`config.mk`:
```
export PLATFORM = sky130hd
export DESIGN_NAME = mac_header_tx
export DESIGN_NICKNAME = d
export VERILOG_FILES = /design/src/rtl/mac_header_tx.sv
export SDC_FILE = /design/constraint.sdc
export NUM_CORES = 1
export LEC_CHECK = 0
export ABC_AREA = 1
export CELL_PAD_IN_SITES_DETAIL_PLACEMENT = 1
export CELL_PAD_IN_SITES_GLOBAL_PLACEMENT = 1
export CORE_ASPECT_RATIO = 0.6
export CORE_MARGIN = 10
export CORE_UTILIZATION = 30
export CTS_CLUSTER_SIZE = 12
export DETAILED_ROUTE_END_ITERATION = 6
export PLACE_DENSITY = 0.78
export SETUP_SLACK_MARGIN = 0.05
export SYNTH_ARGS = -nofsm -noshare
export SYNTH_HDL_FRONTEND = slang
export SYNTH_SLANG_ARGS = --single-unit
```
`constraint.sdc`:
```
create_clock -name clk -period 1.43 [get_ports clk]
set_input_delay 0.143 -clock clk [delete_from_list [all_inputs] [get_ports clk]]
set_output_delay 0.143 -clock clk [all_outputs]
set_load 0.005 [all_outputs]
```
`src/rtl/mac_header_tx.sv`:
```
// Frame source: 3-word destination MAC header then len payload words; optional stats under MAC_HDR_TX_STATS_EN.
// Latency: first header word one cycle after cmd accept; holds words under tx_tready=0, payload passes straight through.
module mac_header_tx #(
   parameter int          LEN_W  = 16,
   parameter logic [15:0] MAC_W0 = 16'h0A00,
   parameter logic [15:0] MAC_W1 = 16'h1234,
   parameter logic [15:0] MAC_W2 = 16'h5670
) (
   input  logic             clk,
   input  logic             reset,
   input  logic             cmd_valid,
   output logic             cmd_ready,
   input  logic [1:0]       cmd_dest,
   input  logic             cmd_invalid,
   input  logic [LEN_W-1:0] cmd_len,
   input  logic [15:0]      pay_tdata,
   input  logic             pay_tvalid,
   output logic             pay_tready,
   output logic [15:0]      tx_tdata,
   output logic             tx_tvalid,
   input  logic             tx_tready,
   output logic             tx_tlast,
   output logic             busy
`ifdef MAC_HDR_TX_STATS_EN
   ,
   output logic [15:0]      stat_frames,
   output logic [15:0]      stat_invalid
`endif
);

   typedef enum logic [2:0] {ST_IDLE, ST_HDR0, ST_HDR1, ST_HDR2, ST_PAYLOAD} state_t;

   state_t           state_q, state_d;
   logic [LEN_W-1:0] len_cnt_q, len_cnt_d;
   logic [LEN_W-1:0] len_q, len_d;
   logic [1:0]       dest_q, dest_d;
   logic             inv_q, inv_d;

   always_comb begin
      state_d    = state_q;
      len_cnt_d  = len_cnt_q;
      len_d      = len_q;
      dest_d     = dest_q;
      inv_d      = inv_q;
      cmd_ready  = 1'b0;
      pay_tready = 1'b0;
      tx_tvalid  = 1'b0;
      tx_tlast   = 1'b0;
      tx_tdata   = 16'h0000;
      busy       = 1'b1;
      case (state_q)
         ST_IDLE: begin
            cmd_ready = 1'b1;
            busy      = 1'b0;
            if (cmd_valid) begin
               dest_d  = cmd_dest;
               inv_d   = cmd_invalid;
               len_d   = cmd_len;
               state_d = ST_HDR0;
            end
         end
         ST_HDR0: begin
            tx_tvalid = 1'b1;
            // Top two bits carry the invalid marker only when commanded, never from the template.
            tx_tdata  = {(inv_q ? 2'b11 : 2'b00), MAC_W0[13:0]};
            if (tx_tready) state_d = ST_HDR1;
         end
         ST_HDR1: begin
            tx_tvalid = 1'b1;
            tx_tdata  = MAC_W1;
            if (tx_tready) state_d = ST_HDR2;
         end
         ST_HDR2: begin
            tx_tvalid = 1'b1;
            tx_tdata  = {MAC_W2[15:2], dest_q};
            tx_tlast  = (len_q == '0);
            if (tx_tready) begin
               if (len_q == '0) begin
                  state_d = ST_IDLE;
               end else begin
                  len_cnt_d = len_q;
                  state_d   = ST_PAYLOAD;
               end
            end
         end
         ST_PAYLOAD: begin
            tx_tdata   = pay_tdata;
            tx_tvalid  = pay_tvalid;
            pay_tready = tx_tready;
            tx_tlast   = pay_tvalid && (len_cnt_q == LEN_W'(1));
            if (pay_tvalid && tx_tready) begin
               len_cnt_d = len_cnt_q - LEN_W'(1);
               if (len_cnt_q == LEN_W'(1)) state_d = ST_IDLE;
            end
         end
         default: state_d = ST_IDLE;
      endcase
   end

   always_ff @(posedge clk) begin
      if (!reset) begin
         state_q   <= ST_IDLE;
         len_cnt_q <= '0;
         len_q     <= '0;
         dest_q    <= 2'b00;
         inv_q     <= 1'b0;
      end else begin
         state_q   <= state_d;
         len_cnt_q <= len_cnt_d;
         len_q     <= len_d;
         dest_q    <= dest_d;
         inv_q     <= inv_d;
      end
   end

`ifdef MAC_HDR_TX_STATS_EN
   logic [15:0] stat_frames_q, stat_frames_d;
   logic [15:0] stat_invalid_q, stat_invalid_d;
   logic        frame_done;

   always_comb begin
      frame_done     = tx_tvalid && tx_tready && tx_tlast;
      stat_frames_d  = stat_frames_q;
      stat_invalid_d = stat_invalid_q;
      if (frame_done && (stat_frames_q != 16'hFFFF)) stat_frames_d = stat_frames_q + 16'h0001;
      if (frame_done && inv_q && (stat_invalid_q != 16'hFFFF)) stat_invalid_d = stat_invalid_q + 16'h0001;
   end

   always_ff @(posedge clk) begin
      if (!reset) begin
         stat_frames_q  <= 16'h0000;
         stat_invalid_q <= 16'h0000;
      end else begin
         stat_frames_q  <= stat_frames_d;
         stat_invalid_q <= stat_invalid_d;
      end
   end

   assign stat_frames  = stat_frames_q;
   assign stat_invalid = stat_invalid_q;
`endif

endmodule
```
==> metrics.yaml, run 1 <==
clock_sinks: 38
r2r_start: "len_cnt_q[11]"
final_cell_count_no_fill: 649
yosys.area_share.simple_pct: 39.8
p_per_area_nw_per_um2: 2600
clkPwrFrac_pct: 12.0
dp_slack_ns: -0.358
drive_above_1_share_pct: 53.2
yosys_register_bits: 38
cts_tree: "yes"
worst_path_max_delay_cell: "dfxtp_1"
final_hold_viol_count: 0
p_sw_share_pct: 49.0
io_pins: 61
h-tree-depth: 2
hold_path.class: "in -> reg"
rsz0062_at_grt: "yes"
areaGrowthSynthToFinish_pct: 108
postSynthCellCount: 386
ys_warn_count: 0
die_w_um: 134
synthMuxAreaShare_pct: 0
grt_pass1_vias: 3373
timing.slew.headroom_pct: 79.0
cts.clk_slew.worst_paths_ns: 0.07
arrival_ns: 1.68
cpPeakStageDelay_ns: 0.33
grt_pass1_wl_mm: 17.8
dr.first_iter.drc_count: 272
fin_skew_ns: 0.00635
cts_root_buffer: "clkbuf_16"
synthArstFlopShare_pct: 0
cp-start-kind: "register"
rows: 24
drt_pass1_iterations: 4
failed_checks: "setup timing"
nets: 586
cp_max_fo: 2
synth.avg_cell_area_sq_um: 6.11
critPathLaunch: "len_q[15]"
insertion_delay_ns: 0.30
dp.cells: 609
path_delay_family: "simple AND/OR/NAND/NOR gates"
seqPwrFrac_pct: 13.1
switching_power_uw: 6250
setup_viol: 42
ys_seq_area_share_pct: 32.3
crit_path_end_kind: "output pin"
drc: 0
final.min_clock_period_ns: 1.83
ys_types: 28
cap_viol_max_count: 0
critical_path_required_ns: 1.29
synth-edff-count: 0
viasPerCell: 5.42
crit_type: "reg -> out"
reg2reg_depth: 11
num_vias: 3515
die_height_um: 88.7
die-area_sq_um: 11900
dp_hpwl_mm: 7.92
gp_congestion: 0.880
finalWorstSetupSlack_ns: -0.397
grt_max_degree: 29
path_cells: "nor2_1 > nand3_1 > nor2_2 > nand2_2 > o22ai_1 > buf_2"
diodes: 0
cts_inserted_buffers: 5
vdd_drop_max_v: 0.00116
layout_common_cells: "nand2_1 (67), buf_4 (63), nand2_2 (41)"
worstMarginPinSlew_ns: 0.316
synth_compound_area_share_pct: 16.1
layout_commonest_cell: "nand2_1"
synth_fa_ha_area_share_pct: 1.06
p_int_uw: 6490
cp.depth: 6
port_buffers: 60
hold_buffers: 0
grt_use_total_pct: 18.7
holdCritStartpoint: "cmd_invalid"
wirelength_mm: 16.0
combPwrFrac_pct: 74.8
core_sq_um: 7450
synth-main-ff-cell: "dfxtp_1"
postRouteAntennaNets: 0
clock.fmax_mhz: 547
outcome: "finished, violations left"
period_share_pct: 128
post-route-util_pct: 65.7
syn_nets: 428
critPathBufInv: 1
wire_per_inst_um: 24.7
grt_overflow: 0
synth_xor_area_share_pct: 0.743
hold_depth: 3
netlist_area_sq_um: 2360
slew_viol_final: 0
synth_top_family_by_area: "simple AND/OR/NAND/NOR gates"
leakage_uw: 0.00223
clockBufferDepth: 2
antenna_found_initial: 0
start_util_pct: 31.7
==> layer usage <==
metal | up-vias | routed length [um] | GRT usage, %
met5 | - | 0 | 0
met4 | 0 | 811 | 3.74
met3 | 74 | 1270 | 3.62
met2 | 187 | 7810 | 34.2
met1 | 1699 | 6130 | 22.6
li1 | 1555 | - | -
==> power groups by stage <==
stage | logic [uW] | clock network (uW) | registers [uW]
final | 9530 | 1530 | 1670
after global routing | 10000 | 1570 | 1700
after CTS | 6590 | 1500 | 1560
after detailed placement | 5800 | 0 | 1550
after global placement | 5510 | 0 | 1520
after floorplan | 2860 | 0 | 1550
==> layout make-up <==
| class | instances | area (sq um) |
|---|---|---|
| Fill cell | 881 | 2550 |
| Multi-Input combinational cell | 293 | 2040 |
| Timing Repair Buffer | 161 | 1550 |
| Sequential cell | 38 | 783 |
| Inverter | 45 | 201 |
| Tap cell | 104 | 130 |
| Clock buffer | 5 | 125 |
| Clock inverter | 3 | 68.8 |
==> path summary, 6_finish.rpt <==
check             slack (ns)       endpoint
setup reg to reg       -0.34  len_cnt_q[15]
hold reg to reg         0.47      dest_q[0]
setup / recovery       -0.40       tx_tlast
hold / removal          0.43          inv_q
==> repair_timing <==
action | CTS | global route
cloned | 3 | 3
resized for setup | 141 | 196
pin swaps | 16 | 46
endpoints found under the setup margin | 50 | 50
buffers inserted | 10 | 18
==> registers in the layout, indices dropped and copies added (netlist names) <==
| register | flops |
|---|---|
| dest_q | 2 |
| inv_q | 1 |
| len_cnt_q | 16 |
| len_q | 16 |
| state_q | 3 |
==> per-stage QoR <==
step,power (uW),TNS [ns],hold WS (ns),instance area (sq um)
floorplan,4410,0,0.281,2360
global placement,7030,-5.20,0.443,3600
detailed placement,7350,-7.34,0.464,3600
CTS,9650,-6.86,0.443,4040
global route,13300,-11.82,0.441,4890
finish,12700,-9.61,0.431,4890
==> cell usage after synthesis, types with 3 or more instances <==
cell type  number  area share (%)
a21oi_2         9             3.3
dfxtp_1        38              32
clkbuf_1        5            0.80
nand2_2        11             2.9
inv_2           5            0.80
nand2_1       112              18
inv_1          38             6.1
nand3_1        35             7.4
a21oi_1        27             5.7
o21ai_0        22             4.7
nor2_1         53             8.4
o21bai_1        3            0.96
nand4_1         4             1.1
buf_2           6             1.3
==> tightest hold or removal path, delay by kind of cell <==
| family | cells | cell delay [ns] |
|---|---|---|
| simple gates | 1 | 0.08 |
| compound gates | 1 | 0.06 |
| buf+inv | 1 | 0.40 |
==> cells by family after synthesis <==
kind of cell,Yosys count
AO/OA/AOI/OAI,65
XOR/XNOR,2
adder cells (fa/ha/maj),2
buffers and inverters,58
flip-flops,38
AND/OR/NAND/NOR,221
(Power assumes the default switching activity.)
==> run 2: changes to the inputs <==
- PLACE_DENSITY: 0.78 -> 0.85
==> metrics.yaml, run 2 <==
rows: 24
clockBufferDepth: 2
cts_root_buffer: "clkbuf_16"
antenna_found_initial: 2
cts_inserted_buffers: 5
h-tree-depth: 2
outcome: "stopped before the end"
dp.cells: 608
syn_nets: 428
io_pins: 61
synth.avg_cell_area_sq_um: 6.11
grt_max_degree: 23
netlist_area_sq_um: 2360
die_w_um: 134
ys_warn_count: 0
ys_types: 28
die_height_um: 88.7
start_util_pct: 31.7
synth-edff-count: 0
yosysMostFrequentCell: "nand2_1"
error: "[ERROR DPL-0033] detailed placement checks failed during check placement."
stop_stage: "global routing (5_1_grt)"
ys_top_cells_by_area: "dfxtp_1 (32%), nand2_1 (18%), nor2_1 (8.4%)"
synthTopCellsByCount: "nand2_1 (112), nor2_1 (53), dfxtp_1 (38), inv_1 (38), nand3_1 (35)"
synth-main-ff-cell: "dfxtp_1"
postSynthCellCount: 386
worst_endpoint: "tx_tlast"
clock_sinks: 38
ys_seq_area_share_pct: 32.3
gp_congestion: 0.883
endpoint_type: "primary output"
yosys_register_bits: 38
yosysTopAreaCell: "dfxtp_1"
dp_hpwl_mm: 8.59
synthArstFlopShare_pct: 0
synth_top_cell_area_share_pct: 32.3
port_buffers: 60
## run 2: timing repair
action,CTS
hold buffers,0
buffers inserted,35
pin swaps,39
cloned,9
setup endpoints to repair,59
gates resized for setup,301
## run 2: per-stage QoR
step           setup TNS, ns  instance area [sq um]  worst slack (ns)  utilization (%)
2_1_floorplan              0                   2360            0.0524                -
3_3_place_gp           -7.91                   3620            -0.370             48.6
3_5_place_dp          -11.54                   3620            -0.409             48.6
4_1_cts                -8.65                   4900            -0.255             65.8
## run 2: kinds of logic after synthesis
logic type | Yosys count | share of synthesized area, %
simple gates | 221 | 39.8
compound gates | 65 | 16.1
buf+inv | 58 | 10.0
flops | 38 | 32.3
xor+xnor | 2 | 0.743
fa+ha+maj | 2 | 1.06
==> run 3: changes to the inputs <==
- CELL_PAD_IN_SITES_DETAIL_PLACEMENT: 1 -> default
- CELL_PAD_IN_SITES_GLOBAL_PLACEMENT: 1 -> default
- CORE_ASPECT_RATIO: 0.6 -> default
- CORE_UTILIZATION: 30 -> 40
- CTS_CLUSTER_SIZE: 12 -> default
- PLACE_DENSITY: 0.85 -> default
- PLACE_DENSITY_LB_ADDON: default -> 0.15
- SETUP_SLACK_MARGIN: 0.05 -> default
- clock period: 1.43 -> 1.9 ns (I/O delays scaled with it)
==> metrics.yaml, run 3 (synthesis results as in run 1) <==
cts.clk_slew.worst_paths_ns: 0.07
r2r_start: "state_q[1]"
cap_viol_max_count: 0
period_share_pct: 95.7
slew_viol_final: 0
postLayoutCellArea_sq_um: 3410
fin_skew_ns: 0.00768
dr.first_iter.drc_count: 141
wire_per_inst_um: 13.8
crit_type: "reg -> reg"
final.min_clock_period_ns: 1.82
place_area_sq_um: 3080
io_pins: 61
h-tree-depth: 2
gp_congestion: 0.910
die_w_um: 96.8
met3_usage_pct: 4.12
cts_inserted_buffers: 5
grt_overflow: 0
crit_path_end_kind: "register"
grt_pass1_vias: 2560
post-route-util_pct: 60.8
rows: 27
grt_use_total_pct: 15.3
num_vias: 2652
diodes: 0
critPathLaunch: "state_q[1]"
viasPerCell: 4.89
arrival_ns: 2.00
cp-endpoint: "state_q[0]"
worstMarginPinSlew_ns: 0.420
final_hold_viol_count: 0
use_met1_pct: 18.0
gr-max-usage-layer: "met2"
cts_root_buffer: "clkbuf_8"
antenna_found_initial: 0
rsz0062_at_grt: "yes"
r2r_slack_ns: 0.08
cts_tree: "yes"
layout_common_cells: "nand2_1 (110), nor2_1 (51), clkdlybuf4s50_1 (41)"
dp_hpwl_mm: 5.65
worstReg2RegEnd: "state_q[0]"
timing.slew.headroom_pct: 71.9
hold_buffers: 0
fillers: 556
path_cells: "inv_4 > nand2_2 > nor2_4 > buf_4 > buf_4 > buf_4 > nand2_2 > nand3_1 > nor2_1 > nand2_1 > o21ai_1 > nor2_1"
drive_above_1_share_pct: 16.6
nets: 511
areaGrowthSynthToFinish_pct: 44.7
postRouteAntennaNets: 0
grt_max_degree: 25
port_buffers: 60
critical_path_required_ns: 2.08
setup_viol: 0
core_sq_um: 5610
cpPeakStageDelay_ns: 0.37
grt_pass1_wl_mm: 12.4
clock.fmax_mhz: 550
cp-start-kind: "register"
p_per_area_nw_per_um2: 1620
cp_max_fo: 5
reg2reg_depth: 12
cpMostUsedCell: "buf_4"
worst_path_max_delay_cell: "dfxtp_4"
vdd_drop_max_v: 0.000996
clock_sinks: 38
drc: 0
outcome: "finished clean"
clockBufferDepth: 2
die_height_um: 96.8
start_util_pct: 42.0
layout_commonest_cell: "nand2_1"
drt_pass1_iterations: 4
grt_use_met2_pct: 27.0
hold_path.class: "reg -> reg"
insertion_delay_ns: 0.29
die-area_sq_um: 9360
leakage_uw: 0.00172
biggestRegsByFlops: "len_cnt_q (16), len_q (16), state_q (3)"
wirelength_mm: 7.48
## run 3: metrics by stage
| stage | total power [uW] | cells | hold WS, ns | setup WS (ns) | TNS (ns) |
|---|---|---|---|---|---|
| 6_report | 5520 | 542 | 0.455 | 0.0811 | 0 |
| 5_1_grt | 6060 | 542 | 0.485 | -0.0959 | -0.219 |
| 4_1_cts | 5380 | 535 | 0.460 | -0.0612 | -0.487 |
| 3_5_place_dp | 4400 | 518 | 0.443 | 0.0672 | 0 |
| 3_3_place_gp | 4340 | 518 | 0.454 | 0.130 | 0 |
| 2_1_floorplan | 3320 | 386 | 0.328 | 0.522 | 0 |
## run 3: timing repair
action / 4_1_cts / 5_1_grt
setup endpoints to repair: 19 / 15
setup buffers: 8 / 7
cloned: 1 / 0
pin swaps: 2 / 5
endpoints found under the hold margin: 0 / 0
resized for setup: 20 / 24
## run 3: worst min path at each step
stage / endpoint / slack (ns) / cells past startpoint / from
finish: dest_q[1] / 0.45 / 2 / dest_q[1]
detailed placement: dest_q[1] / 0.44 / 2 / dest_q[1]
global route: dest_q[1] / 0.49 / 2 / dest_q[1]
floorplan: dest_q[0] / 0.33 / 2 / reset
CTS: dest_q[1] / 0.46 / 2 / dest_q[1]
global placement: dest_q[0] / 0.45 / 2 / dest_q[0]
## run 3: per-layer routing
| metal | vias up | part of all wire, % |
|---|---|---|
| li1 | 1391 | - |
| met1 | 1199 | 43 |
| met2 | 54 | 50 |
| met3 | 8 | 5.8 |
| met4 | 0 | 1.1 |
| met5 | - | 0 |
## run 3: report_power, final
| group | internal (uW) | total, uW | switching [uW] |
|---|---|---|---|
| sequential | 1020 | 1220 | 198 |
| combinational | 1440 | 3430 | 1990 |
| clock | 560 | 869 | 308 |
| total | 3030 | 5520 | 2490 |
## run 3: critical path, delay by kind of cell, from the launching register on
| kind | cells | cell delay, ns |
|---|---|---|
| buf+inv | 4 | 0.45 |
| compound gates | 1 | 0.13 |
| simple gates | 7 | 0.75 |
| flops | 1 | 0.37 |
## run 3: cell type report
| class | instances | area [sq um] | share of cell area (%) |
|---|---|---|---|
| Multi-Input combinational cell | 290 | 1390 | 40.9 |
| Timing Repair Buffer | 89 | 840 | 24.6 |
| Sequential cell | 38 | 769 | 22.6 |
| Inverter | 45 | 175 | 5.14 |
| Tap cell | 72 | 90.1 | 2.64 |
| Clock buffer | 6 | 82.6 | 2.42 |
| Clock inverter | 2 | 60.1 | 1.76 |
==> run 4: changes to the inputs <==
- HOLD_SLACK_MARGIN: default -> 0.15
==> results of run 4 <==
Final layout, timing and power as in run 3 (identical DEF).
